## src/rtl/cfg_decoder.sv

```systemverilog
// Configuration byte decoder: turns one DMA byte per write window into per-PE weight/opcode/route
// registers and START/END control. Optional rejected-byte counter: define CFG_DECODER_ERR_CNT_EN.
module cfg_decoder #(
  parameter int NUM_PE = 4
) (
  input  logic                  clk,
  input  logic                  reset,
  input  logic                  wr_en,
  input  logic [7:0]            data_in,
  output logic [NUM_PE*6-1:0]   weight_flat,
  output logic [NUM_PE*4-1:0]   op_flat,
  output logic [NUM_PE*2-1:0]   next_flat,
  output logic [5:0]            operand,
  output logic                  start_pulse,
  output logic                  end_pulse,
  output logic                  busy,
  output logic [1:0]            pe_ptr
`ifdef CFG_DECODER_ERR_CNT_EN
  ,
  output logic [7:0]            err_cnt
`endif
);

  typedef enum logic {CFG = 1'b0, RUN = 1'b1} state_t;

  localparam logic [1:0] CMD_WEIGHT = 2'b00;
  localparam logic [1:0] CMD_LINK   = 2'b01;
  localparam logic [1:0] CMD_START  = 2'b10;
  localparam logic [1:0] CMD_END    = 2'b11;
  localparam logic [1:0] LAST_PE    = 2'(NUM_PE - 1);

  state_t      state_reg;
  logic        wr_en_reg;
  logic        accept;
  logic [1:0]  cmd;
  logic [5:0]  payload;
  logic        do_weight;
  logic        do_link;
  logic        do_start;
  logic        do_end;

  assign cmd     = data_in[7:6];
  assign payload = data_in[5:0];

  // A byte is taken only on the falling edge of the write window.
  assign accept    = wr_en_reg & ~wr_en;
  assign do_weight = accept && (state_reg == CFG) && (cmd == CMD_WEIGHT);
  assign do_link   = accept && (state_reg == CFG) && (cmd == CMD_LINK);
  assign do_start  = accept && (cmd == CMD_START);
  assign do_end    = accept && (state_reg == RUN) && (cmd == CMD_END);

  assign busy = (state_reg == RUN);

  always_ff @(posedge clk or negedge reset) begin
    if (!reset) begin
      state_reg   <= CFG;
      wr_en_reg   <= 1'b0;
      pe_ptr      <= 2'd0;
      operand     <= 6'd0;
      start_pulse <= 1'b0;
      end_pulse   <= 1'b0;
    end else begin
      wr_en_reg   <= wr_en;
      start_pulse <= do_start;
      end_pulse   <= do_end;
      if (do_link) begin
        pe_ptr <= (pe_ptr == LAST_PE) ? 2'd0 : pe_ptr + 2'd1;
      end
      if (do_start) begin
        operand   <= payload;
        state_reg <= RUN;
      end
      if (do_end) begin
        state_reg <= CFG;
        pe_ptr    <= 2'd0;
      end
    end
  end

  generate
    for (genvar gi = 0; gi < NUM_PE; gi++) begin : g_pe
      localparam logic [1:0] PE_IDX = 2'(gi);
      logic [5:0] weight_reg;
      logic [3:0] op_reg;
      logic [1:0] next_reg;

      always_ff @(posedge clk or negedge reset) begin
        if (!reset) begin
          weight_reg <= 6'd0;
          op_reg     <= 4'd0;
          next_reg   <= 2'd0;
        end else if (pe_ptr == PE_IDX) begin
          if (do_weight) begin
            weight_reg <= payload;
          end
          if (do_link) begin
            next_reg <= payload[5:4];
            op_reg   <= payload[3:0];
          end
        end
      end

      assign weight_flat[gi*6 +: 6] = weight_reg;
      assign op_flat[gi*4 +: 4]     = op_reg;
      assign next_flat[gi*2 +: 2]   = next_reg;
    end
  endgenerate

`ifdef CFG_DECODER_ERR_CNT_EN
  logic reject;
  assign reject = accept & ~(do_weight | do_link | do_start | do_end);

  always_ff @(posedge clk or negedge reset) begin
    if (!reset) begin
      err_cnt <= 8'd0;
    end else if (reject && (err_cnt != 8'hFF)) begin
      err_cnt <= err_cnt + 8'd1;
    end
  end
`endif

endmodule

```

## config.mk

```make
export PLATFORM = sky130hd
export DESIGN_NAME = cfg_decoder
export DESIGN_NICKNAME = d
export VERILOG_FILES = /design/src/rtl/cfg_decoder.sv
export SDC_FILE = /design/constraint.sdc
export NUM_CORES = 1
export LEC_CHECK = 0
export BUFFER_PORTS_ARGS = -buffer_cell sky130_fd_sc_hd__buf_4
export CAP_MARGIN = 20
export CORE_MARGIN = 2
export CORE_UTILIZATION = 33
export CTS_BUF_LIST = sky130_fd_sc_hd__clkbuf_8
export CTS_CLUSTER_SIZE = 25
export DETAILED_ROUTE_END_ITERATION = 10
export GPL_ROUTABILITY_DRIVEN = 0
export PLACE_DENSITY = 0.66
export SLEW_MARGIN = 5
export SYNTH_ARGS = -nofsm -noshare
export SYNTH_HDL_FRONTEND = slang
export SYNTH_SLANG_ARGS = --single-unit
export TNS_END_PERCENT = 5
```

## constraint.sdc

```tcl
create_clock -name clk -period 1.48 [get_ports clk]
set_input_delay 0.074 -clock clk [delete_from_list [all_inputs] [get_ports clk]]
set_output_delay 0.074 -clock clk [all_outputs]
set_load 0.05 [all_outputs]
```

==> summary.md <==
| Metric | Value |
|---|---|
| Status | finished, final reports clean |
| Ys async rst share | 100% |
| Netlist cell types | 20 |
| Clock root cell | clkbuf_8 |
| Routed Antenna Nets | 0 |
| Worst-Skew Late Latency | between 0.3 and 0.4 ns |
| Lkg Pwr | 0.00174 uW |
| Initial antenna violation count | 0 |
| PortBufs | 69 |
| Required time of the critical path | 1.69 ns |
| CP endpoint kind | flop |
| WL/cell | roughly 16 um |
| Max reg flops | 24 |
| # DRC | 0 |
| Boundary Pins | 70 |
| Internal Power | 4140 uW |
| Floorplan die height | between 80 and 90 um |
| WS Path Type | flop to flop |
| Most frequent cells in the layout | buf_4 (78), dfrtp_1 (57), mux2_2 (53) |
| Share of cells above drive strength 1 | about 66% |
| First-pass GRT wire length | 8600 um |
| Largest net degree at the start of global routing | 35 |
| Starting Density | 34.4% |
| Synthesized flop and latch total | 60 |
| Row count | 30 |
| Synthesized instance count | roughly 150 |
| Drt pass-1 iters | 3 |
| Final hold violations | 0 |
| Total Die Area | 0.00785 sq mm |
| GRT Overall Usage | 15.1% |
| Actual slew at the worst max-slew pin | 0.365 ns |
| Die X | 88.6 um |
| H-tree level count | 3 |
| Worst vdd rail ir drop | ~1.2 mV |
| Sequential share of the synthesized area | 63.6% |
| Clock skew | 0.00543 ns |
| Most used DFF post-synth | dfrtp_1 |
| Sequential group share of total power | 33.1% |
| Max Cap Viol | 0 |
| Hpwl dp | about 3700 um |
| Aggregate global routing overflow | 0 |
| Final #Nets | 258 |
| Number of flops mapped to enable cells by yosys | 0 |
| Mean Syn Cell Area | roughly 16 sq um |
| Yosys Warn Count | 0 |
| Syn_nets | 163 |
| CTS Buf Count | 9 |
| Switching power | 3180 uW |
| Fin. max-slew vios | 0 |
| Final period demand of the worst path | around 1.5 ns |
| Switching share of total power | 43.4% |
| CP Max Fanout | 6 |
| Drt total wl | 5390 um |
| Hold Path Class | input pin to flop |
| Relative slew slack | between 70% and 80% |
| DP Area | around 0.0032 sq mm |
| Clk sinks | 60 |
| Clk slew on worst S/H paths | 0.07 ns |
| 1st-iter DRT viols | 64 |
| Worst setup margin | 0.00599 ns |
| Via count | around 1,600 |
| Power per cell area | 2150 mW/mm^2 |
| Clock share of power | about a fifth |
| Core Region | 0.00687 sq mm |
| Mapped cell area | 0.00236 sq mm |
| Final period utilization | 99.6% |
| Routed vias/inst | 4.59 |
| Area grow syn2layout | 44.2% |
| Pre-CTS WS | -0.0168 ns |
| Comb pwr share | between 40 and 50% |
| Unrepaired setup endpoints after global routing | true |
| Vias in the first global route | 1,671 |
| Ant. Diodes | 0 |
| CTS tree | done |
| Final Instance Area | 0.00340 sq mm |
| Critical path data arrival time | 1.69 ns |
| Fmax | 678 MHz |
| CP Launch Type | flop |
| Leading cell type in the layout, fill and taps excluded | buf_4 |
| Final setup viols | 0 |
| Clock Tree Buf Depth | 2 |
critical path: stages, from the launching register on:
cell and delay (ns):
dfrtp_2 0.44, inv_2 0.07, ha_1 0.13, nor2b_1 0.16, nand4_1 0.10, buf_4 0.18
mux2_2 0.27
path summary, 6_finish.rpt:
kind                                                     from                              end  slack, ns  depth (start not counted)
min in group asynchronous                               reset           operand[5]$_DFFE_PN0P_       0.20                          2
worst min register to register  g_pe[3].op_reg[1]$_DFFE_PN0P_    g_pe[3].op_reg[1]$_DFFE_PN0P_       0.51                          1
worst max register to register          pe_ptr[0]$_DFFE_PN0P_  g_pe[0].next_reg[1]$_DFFE_PN0P_      0.006                          6
worst max-delay path                    pe_ptr[0]$_DFFE_PN0P_  g_pe[0].next_reg[1]$_DFFE_PN0P_      0.006                          6
worst min-delay path                               data_in[6]            start_pulse$_DFF_PN0_       0.04                          2
max in group asynchronous                               reset  g_pe[0].next_reg[0]$_DFFE_PN0P_       0.77                          3
kinds of logic (layout without fill, tap and decap cells):
family          count (synthesis)  in the layout  synth area share [%]
simple gates                   23             23                  6.84
buf+inv                         3            103                 0.530
mux                            54             54                  25.8
fa+ha+maj                       4              4                  2.12
compound gates                  4              4                  1.17
flops                          60             60                  63.6
synth_stat cells (2+ instances only):
cell type  number  area share [%]
ha_1            4             2.1
o31ai_1         2            0.64
inv_1           2            0.32
nand3_1         4            0.85
dfrtp_1        60              64
nor2_2          2            0.53
nor2b_1         4             1.1
nand2_1         3            0.48
nand4_1         2            0.53
nand3b_1        2            0.64
mux2_2         54              26
metrics by stage:
stage / power [uW] / hold WS, ns / setup TNS, ns / utilization [%] / cells
final: 7320 / 0.0444 / 0 / 49.6 / 344
after detailed placement: 5830 / 0.0210 / -0.109 / 45.9 / 324
after CTS: 7390 / 0.0202 / -0.0208 / 49.5 / 344
after floorplan: 4690 / -0.222 / -1.64 / - / 148
after global routing: 7670 / 0.0349 / -1.40 / 49.6 / 344
after global placement: 5780 / 0.0148 / -0.0280 / 45.9 / 324
repair_timing:
action                                  CTS  global route
endpoints found under the setup margin   22            44
setup buffers                             2             0
hold buffers                              2             0
cloned                                    0             0
resized for setup                         3             2
pin swaps                                 1             1
hold endpoints to repair                 27             0
routing by layer:
| layer | vias to the layer above | global-route usage (%) | wire [um] |
|---|---|---|---|
| met4 | 0 | 7.02 | 93 |
| met3 | 9 | 4.94 | 298 |
| li1 | 726 | - | - |
| met2 | 46 | 22.8 | 2500 |
| met5 | - | 0 | 0 |
| met1 | 797 | 19.9 | 2500 |
final cells by class:
class	instances	area [sq um]
timing repair buffer	85	706
fill	629	3460
sequential	60	1510
tap	96	120
clock buffer	11	151
inverter	2	7.51
multi-input combinational	85	863
clock inverter	5	51.3
power groups by stage:
stage	Sequential [uW]	Clock, uW	Combinational [uW]
2_1_floorplan	4160	0	528
5_1_grt	2490	1610	3580
4_1_cts	2430	1530	3440
3_3_place_gp	2440	0	3350
3_5_place_dp	2460	0	3370
6_report	2420	1500	3400
(Power assumes the default switching activity.)
